==> src/rtl/seg7_scan_ctrl.sv <==
// ---------------------------------------------------------------------------
// seg7_scan_ctrl
//   A multiplexed 7-segment display controller that sits on the MIPS IO bus.
//   Bus writes go to a shadow register set. The shadow set is copied to the
//   active set only at the frame boundary, so digits never show a mix of old
//   and new values. The one exception is CTRL.enable, which acts at once.
//   Each digit is driven for 2^REFRESH_BITS cycles. The top 4 bits of the
//   slot counter are compared with the duty setting to give PWM brightness.
//
//   Optional build macro: SEG7_LZ_SUPPRESS_EN
//   This adds CTRL[1] (lzs), which turns on leading-zero suppression.
//
// Ports
//   CLK          system clock
//   RESET        asynchronous, active-high reset
//   IOWriteEn    bus write strobe, one cycle per write
//   IOAddr       register select: 0 VALUE, 1 MASK, 2 CTRL
//   IOWriteData  write data
//   IOReadData   combinational readback of the shadow set
//   LED          segments gfedcba, registered
//   DP           decimal point, registered
//   AN           digit enables, registered; bit 0 is the LSB digit
// ---------------------------------------------------------------------------
module seg7_scan_ctrl #(
    parameter int NUM_DIGITS   = 4,
    parameter int REFRESH_BITS = 14,
    parameter int ACTIVE_LOW   = 1
) (
    input  logic                  CLK,
    input  logic                  RESET,
    input  logic                  IOWriteEn,
    input  logic [3:0]            IOAddr,
    input  logic [31:0]           IOWriteData,
    output logic [31:0]           IOReadData,
    output logic [6:0]            LED,
    output logic                  DP,
    output logic [NUM_DIGITS-1:0] AN
);

    localparam int VW = 4 * NUM_DIGITS;
    localparam int IW = (NUM_DIGITS > 1) ? $clog2(NUM_DIGITS) : 1;

    localparam logic [IW-1:0]           LAST_IDX = IW'(NUM_DIGITS - 1);
    localparam logic [REFRESH_BITS-1:0] CNT_MAX  = '1;

    // POL is the electrical level of an inactive (off) output.
    localparam logic                  POL     = (ACTIVE_LOW != 0);
    localparam logic [6:0]            LED_OFF = {7{POL}};
    localparam logic [NUM_DIGITS-1:0] AN_OFF  = {NUM_DIGITS{POL}};

    // Shadow set (bus side).
    logic [VW-1:0]         value_sh_q, value_sh_d;
    logic [NUM_DIGITS-1:0] dpm_sh_q,   dpm_sh_d;
    logic [NUM_DIGITS-1:0] blank_sh_q, blank_sh_d;
    logic [3:0]            duty_sh_q,  duty_sh_d;
    logic                  enable_q,   enable_d;

    // Active set (display side).
    logic [VW-1:0]         value_act_q, value_act_d;
    logic [NUM_DIGITS-1:0] dpm_act_q,   dpm_act_d;
    logic [NUM_DIGITS-1:0] blank_act_q, blank_act_d;
    logic [3:0]            duty_act_q,  duty_act_d;

`ifdef SEG7_LZ_SUPPRESS_EN
    logic lzs_sh_q,  lzs_sh_d;
    logic lzs_act_q, lzs_act_d;
`endif

    // Scan state.
    logic [REFRESH_BITS-1:0] cnt_q, cnt_d;
    logic [IW-1:0]           idx_q, idx_d;

    // Registered outputs.
    logic [NUM_DIGITS-1:0] an_q,  an_d;
    logic [6:0]            led_q, led_d;
    logic                  dp_q,  dp_d;

    logic       wr_value, wr_mask, wr_ctrl, boundary;
    logic       base_on, seg_on, dp_on;
    logic [3:0] nib_cur;
    logic       unused_wdata;

    logic [3:0]            nib_arr [NUM_DIGITS];
    logic [NUM_DIGITS-1:0] lz;

    assign unused_wdata = ^IOWriteData;

    // The hex table is stored active-low: 0 means the segment is lit.
    function automatic logic [6:0] hex_to_seg(input logic [3:0] n);
        case (n)
            4'h0:    hex_to_seg = 7'b1000000;
            4'h1:    hex_to_seg = 7'b1111001;
            4'h2:    hex_to_seg = 7'b0100100;
            4'h3:    hex_to_seg = 7'b0110000;
            4'h4:    hex_to_seg = 7'b0011001;
            4'h5:    hex_to_seg = 7'b0010010;
            4'h6:    hex_to_seg = 7'b0000010;
            4'h7:    hex_to_seg = 7'b1111000;
            4'h8:    hex_to_seg = 7'b0000000;
            4'h9:    hex_to_seg = 7'b0010000;
            4'hA:    hex_to_seg = 7'b0001000;
            4'hB:    hex_to_seg = 7'b0000011;
            4'hC:    hex_to_seg = 7'b1000110;
            4'hD:    hex_to_seg = 7'b0100001;
            4'hE:    hex_to_seg = 7'b0000110;
            default: hex_to_seg = 7'b0001110;
        endcase
    endfunction

    // Split the active value into nibbles.
    // A digit k > 0 is a leading zero when it and every digit above it are 0.
    generate
        for (genvar gi = 0; gi < NUM_DIGITS; gi++) begin : g_digit
            assign nib_arr[gi] = value_act_q[4*gi +: 4];
            if (gi == 0) begin : g_lsd
                assign lz[gi] = 1'b0;
            end else begin : g_upper
`ifdef SEG7_LZ_SUPPRESS_EN
                assign lz[gi] = lzs_act_q && (value_act_q[VW-1:4*gi] == '0);
`else
                assign lz[gi] = 1'b0;
`endif
            end
        end
    endgenerate

    always_comb begin
        wr_value = IOWriteEn && (IOAddr == 4'd0);
        wr_mask  = IOWriteEn && (IOAddr == 4'd1);
        wr_ctrl  = IOWriteEn && (IOAddr == 4'd2);

        value_sh_d = wr_value ? IOWriteData[VW-1:0]           : value_sh_q;
        dpm_sh_d   = wr_mask  ? IOWriteData[NUM_DIGITS-1:0]   : dpm_sh_q;
        blank_sh_d = wr_mask  ? IOWriteData[8 +: NUM_DIGITS]  : blank_sh_q;
        duty_sh_d  = wr_ctrl  ? IOWriteData[7:4]              : duty_sh_q;
        enable_d   = wr_ctrl  ? IOWriteData[0]                : enable_q;
`ifdef SEG7_LZ_SUPPRESS_EN
        lzs_sh_d   = wr_ctrl  ? IOWriteData[1]                : lzs_sh_q;
`endif

        // Gate everything with the incoming enable value. This blanks the
        // display and parks the scan on the cycle right after a disabling
        // write.
        boundary = enable_d && (idx_q == LAST_IDX) && (cnt_q == CNT_MAX);

        // The copy uses the registered shadow values. A write that lands on
        // the boundary cycle therefore waits for the next frame.
        value_act_d = boundary ? value_sh_q : value_act_q;
        dpm_act_d   = boundary ? dpm_sh_q   : dpm_act_q;
        blank_act_d = boundary ? blank_sh_q : blank_act_q;
        duty_act_d  = boundary ? duty_sh_q  : duty_act_q;
`ifdef SEG7_LZ_SUPPRESS_EN
        lzs_act_d   = boundary ? lzs_sh_q   : lzs_act_q;
`endif

        if (!enable_d) begin
            cnt_d = '0;
            idx_d = '0;
        end else begin
            cnt_d = cnt_q + 1'b1;
            idx_d = idx_q;
            if (cnt_q == CNT_MAX) begin
                idx_d = (idx_q == LAST_IDX) ? '0 : idx_q + IW'(1);
            end
        end

        // A suppressed digit loses its segments but keeps its DP. The anode
        // stays on when the DP alone is shown.
        nib_cur = nib_arr[idx_q];
        base_on = enable_d && !blank_act_q[idx_q]
                  && (cnt_q[REFRESH_BITS-1 -: 4] <= duty_act_q);
        seg_on  = base_on && !lz[idx_q];
        dp_on   = base_on && dpm_act_q[idx_q];

        for (int k = 0; k < NUM_DIGITS; k++) begin
            an_d[k] = ((seg_on || dp_on) && (idx_q == IW'(k))) ? ~POL : POL;
        end
        if (seg_on) begin
            led_d = POL ? hex_to_seg(nib_cur) : ~hex_to_seg(nib_cur);
        end else begin
            led_d = LED_OFF;
        end
        dp_d = dp_on ? ~POL : POL;
    end

    always_ff @(posedge CLK or posedge RESET) begin
        if (RESET) begin
            value_sh_q  <= '0;
            dpm_sh_q    <= '0;
            blank_sh_q  <= '0;
            duty_sh_q   <= 4'hF;
            enable_q    <= 1'b1;
            value_act_q <= '0;
            dpm_act_q   <= '0;
            blank_act_q <= '0;
            duty_act_q  <= 4'hF;
`ifdef SEG7_LZ_SUPPRESS_EN
            lzs_sh_q    <= 1'b0;
            lzs_act_q   <= 1'b0;
`endif
            cnt_q       <= '0;
            idx_q       <= '0;
            an_q        <= AN_OFF;
            led_q       <= LED_OFF;
            dp_q        <= POL;
        end else begin
            value_sh_q  <= value_sh_d;
            dpm_sh_q    <= dpm_sh_d;
            blank_sh_q  <= blank_sh_d;
            duty_sh_q   <= duty_sh_d;
            enable_q    <= enable_d;
            value_act_q <= value_act_d;
            dpm_act_q   <= dpm_act_d;
            blank_act_q <= blank_act_d;
            duty_act_q  <= duty_act_d;
`ifdef SEG7_LZ_SUPPRESS_EN
            lzs_sh_q    <= lzs_sh_d;
            lzs_act_q   <= lzs_act_d;
`endif
            cnt_q       <= cnt_d;
            idx_q       <= idx_d;
            an_q        <= an_d;
            led_q       <= led_d;
            dp_q        <= dp_d;
        end
    end

    // Readback shows the shadow set. Unused bits read as 0.
    always_comb begin
        IOReadData = '0;
        case (IOAddr)
            4'd0: IOReadData[VW-1:0] = value_sh_q;
            4'd1: begin
                IOReadData[NUM_DIGITS-1:0]  = dpm_sh_q;
                IOReadData[8 +: NUM_DIGITS] = blank_sh_q;
            end
            4'd2: begin
                IOReadData[7:4] = duty_sh_q;
                IOReadData[0]   = enable_q;
`ifdef SEG7_LZ_SUPPRESS_EN
                IOReadData[1]   = lzs_sh_q;
`endif
            end
            default: IOReadData = '0;
        endcase
    end

    assign AN  = an_q;
    assign LED = led_q;
    assign DP  = dp_q;

endmodule

==> config.mk <==
export PLATFORM = sky130hd
export DESIGN_NAME = seg7_scan_ctrl
export DESIGN_NICKNAME = d
export VERILOG_FILES = /design/src/rtl/seg7_scan_ctrl.sv
export SDC_FILE = /design/constraint.sdc
export NUM_CORES = 1
export LEC_CHECK = 0
export BUFFER_PORTS_ARGS = -buffer_cell sky130_fd_sc_hd__buf_2
export CAP_MARGIN = 40
export CORE_UTILIZATION = 60
export CTS_CLUSTER_SIZE = 8
export DETAILED_ROUTE_END_ITERATION = 8
export PLACE_DENSITY_LB_ADDON = 0.3
export SLEW_MARGIN = 25
export SYNTH_ARGS = -nofsm -noshare
export SYNTH_HDL_FRONTEND = slang
export SYNTH_SLANG_ARGS = --single-unit
export TNS_END_PERCENT = 10
==> constraint.sdc <==
create_clock -name CLK -period 5.15 [get_ports CLK]
set_clock_uncertainty 0.15 [all_clocks]
set_input_delay 0.515 -clock CLK [delete_from_list [all_inputs] [get_ports CLK]]
set_output_delay 0.515 -clock CLK [all_outputs]
set_load 0.01 [all_outputs]
==> metrics.txt <==
outcome finished, final reports clean; PwrDens approximately 320 nW/um^2; WL/cell 15.8 um; floorplan die width 86.6 um; Worst EP required between 5000 and 6000 ps; Synth async-reset ratio 100%; global-route wire length before repair between 10,000 and 15,000 um; Mapped Area 4300 um^2; share of cells above drive strength 1 around 41%; Detail Route Antenna Nets 0; CTS sink cnt 85; largest net degree at the start of global routing just under 50; Worst slew margin 44.6%; CTS tree yes; Lkg Pwr between 0.002 and 0.0025 uW; clock-pin slew on the worst setup and hold paths 80 ps; CP endpoint kind flop; DRT Pass-1 Iters 4; detailed placement HPWL about 5400 um; Final Hold Viols 0; hold_ws between 60 and 70 ps; multi-input logic area 1930 um^2; initial antenna violation count 0; CTS max path bufs 2; synthesized flop and latch total 85; Most used DFF post-synth dfrtp_1; die area around 7500 um^2; Setup-failing EPs final 0; Setup Fix Bufs, Post-CTS 0; H-tree levels 3; nets 441; Boundary Pins 83; GR Overflow Total 0; number of flops mapped to enable cells by yosys 0; post-synthesis sequential area ratio 50.1%; Die Y slightly below 90 um; DR DRC count 0; IO Port Bufs 50; Hold Buf Count CTS 0; CP max FO 16; post_cts resized 0; vias in the first global route 2,614; GPL Wtd Cong 0.805; unrepaired setup endpoints after global routing no; R2R depth 6; FP Rows 30; Initial Util a little over three fifths; DR vias/cell 5.48; Distinct cells, synth between 40 and 50; Clk Tree Root Cell clkbuf_8; post-synth top area cell dfrtp_1; largest cells by area after synthesis dfrtp_1 (37%), dfstp_2 (13%), mux2_2 (10%), mux2_4 (7.0%), ha_1 (4.4%); CTS Buf Count 9; Routed Wire Length just under 8000 um; Worst-Skew Late Latency 350 ps; Final Critical Period 2810 ps; Setup CP Type in -> reg; DRT iter0 DRCs approximately 100; mean post-synth cell area 12.8 um^2; Yosys top cell area share 37.3%; Core Area 6870 um^2; critical path launch point type input pin; Post-Syn Instances ~340; max-slew violation total from the final report 0; Max VDD drop around 0.21 mV; period utilization between 50% and 60%; total negative slack 0 ps; Util after Layout a little over two thirds; Yosys warnings 0; HP Class in -> async; arrival time at the worst endpoint a little under 3000 ps; Max Cap Viol 0; total track usage between 20% and 30%; Antenna diodes 0; Layout fillers 516; register area 2150 um^2; vias 2,674; Max Fclk between 300 and 400 MHz; area growth from synthesis to final layout 11.3%; Tightest Pin Transition 827 ps
==> cell usage in the layout (no fill, tap or decap), drive strengths merged, types with 3 or more instances in the layout <==
master  instances
a21oi           4
conb           16
nand2          19
and2            6
xnor2          10
a22o            7
nand3          11
dfstp          21
o211ai          6
bufinv          3
nor4            4
ha             15
inv            14
nor2           23
buf            54
mux2i           8
dfrtp          64
mux4            7
nor3            5
clkbuf         12
nor2b           5
mux2           58
==> power breakdown <==
group | internal (uW) | switching (uW) | total [uW] | leakage [uW]
sequential | 749 | 47.5 | 796 | 0.00107
combinational | 78.2 | 80.7 | 159 | 0.00102
clock | 336 | 227 | 563 | 0.000117
total | 1160 | 355 | 1520 | 0.00221
==> cell families after synthesis <==
| family | Yosys count | synth area share [%] |
|---|---|---|
| mux | 73 | 22.5 |
| buf+inv | 44 | 6.29 |
| compound gates | 25 | 4.43 |
| flops | 85 | 50.1 |
| simple gates | 81 | 9.81 |
| xor+xnor | 12 | 2.45 |
| fa+ha+maj | 15 | 4.37 |
| other cells | 1 | 0.0873 |
==> routing by layer <==
metal / vias up / track usage [%] / share of wire, %
met1: 1344 / 31.1 / 45
met5: - / 0 / 0
met3: 17 / 3.43 / 2.5
met4: 0 / 10.5 / 2.2
li1: 1250 / - / -
met2: 63 / 37.2 / 50
==> path summary, 6_finish.rpt <==
kind / startpoint / endpoint / slack (ps)
worst min-delay path: RESET / cnt_q[8] / 60
worst max register to register: cnt_q[0] / blank_act_q[2] / 2660
max in group asynchronous: RESET / idx_q[0] / 3790
worst max-delay path: IOAddr[0] / value_sh_q[2] / 2340
min in group CLK: IOWriteData[13] / value_sh_q[13] / 240
worst min register to register: cnt_q[0] / cnt_q[0] / 310
==> cell usage after synthesis, types with 2 or more instances <==
master,number
dfrtp_1,64
mux2_2,38
nor2_1,23
dfstp_2,21
mux2_4,20
nand2_1,19
buf_4,17
ha_1,15
inv_1,15
nand3_1,10
xnor2_1,10
clkbuf_1,8
mux2i_1,8
a22o_1,7
mux4_2,7
and2_1,6
o211ai_1,6
nor2b_1,5
nor3_1,5
a21oi_1,4
nor4_1,3
buf_12,2
nand4_1,2
o21ai_0,2
xor2_1,2
==> critical path, cell delays in order <==
cell	delay, ps
buf_2	130
or3_1	440
nor2_1	660
nand2_1	670
mux2_2	470
==> state kept, by name, indices dropped and copies added, names as in the netlist, 7 cells and up <==
signal / flops
value_sh_q: 16
LED: 7
cnt_q: 14
value_act_q: 16
==> through the flow <==
| step | instance area [um^2] | cells | total power (uW) | setup slack, ps |
|---|---|---|---|---|
| after floorplan | 4350 | 351 | 916 | 2330 |
| after global placement | 4530 | 471 | 960 | 1910 |
| after detailed placement | 4540 | 472 | 970 | 1920 |
| after CTS | 4780 | 488 | 1530 | 2290 |
| after global routing | 4780 | 488 | 1590 | 2190 |
| final | 4780 | 488 | 1520 | 2340 |
==> area by class of cell <==
class                      count  share of cell area [%]
clock buffer                  12                    3.03
clock inverter                 4                    2.04
inverter                      15                    1.20
multi-input combinational    222                    40.4
sequential                    85                    45.0
tap                           96                    2.51
timing repair buffer          54                    5.86
Note: power is estimated with default switching activity, not from simulation.
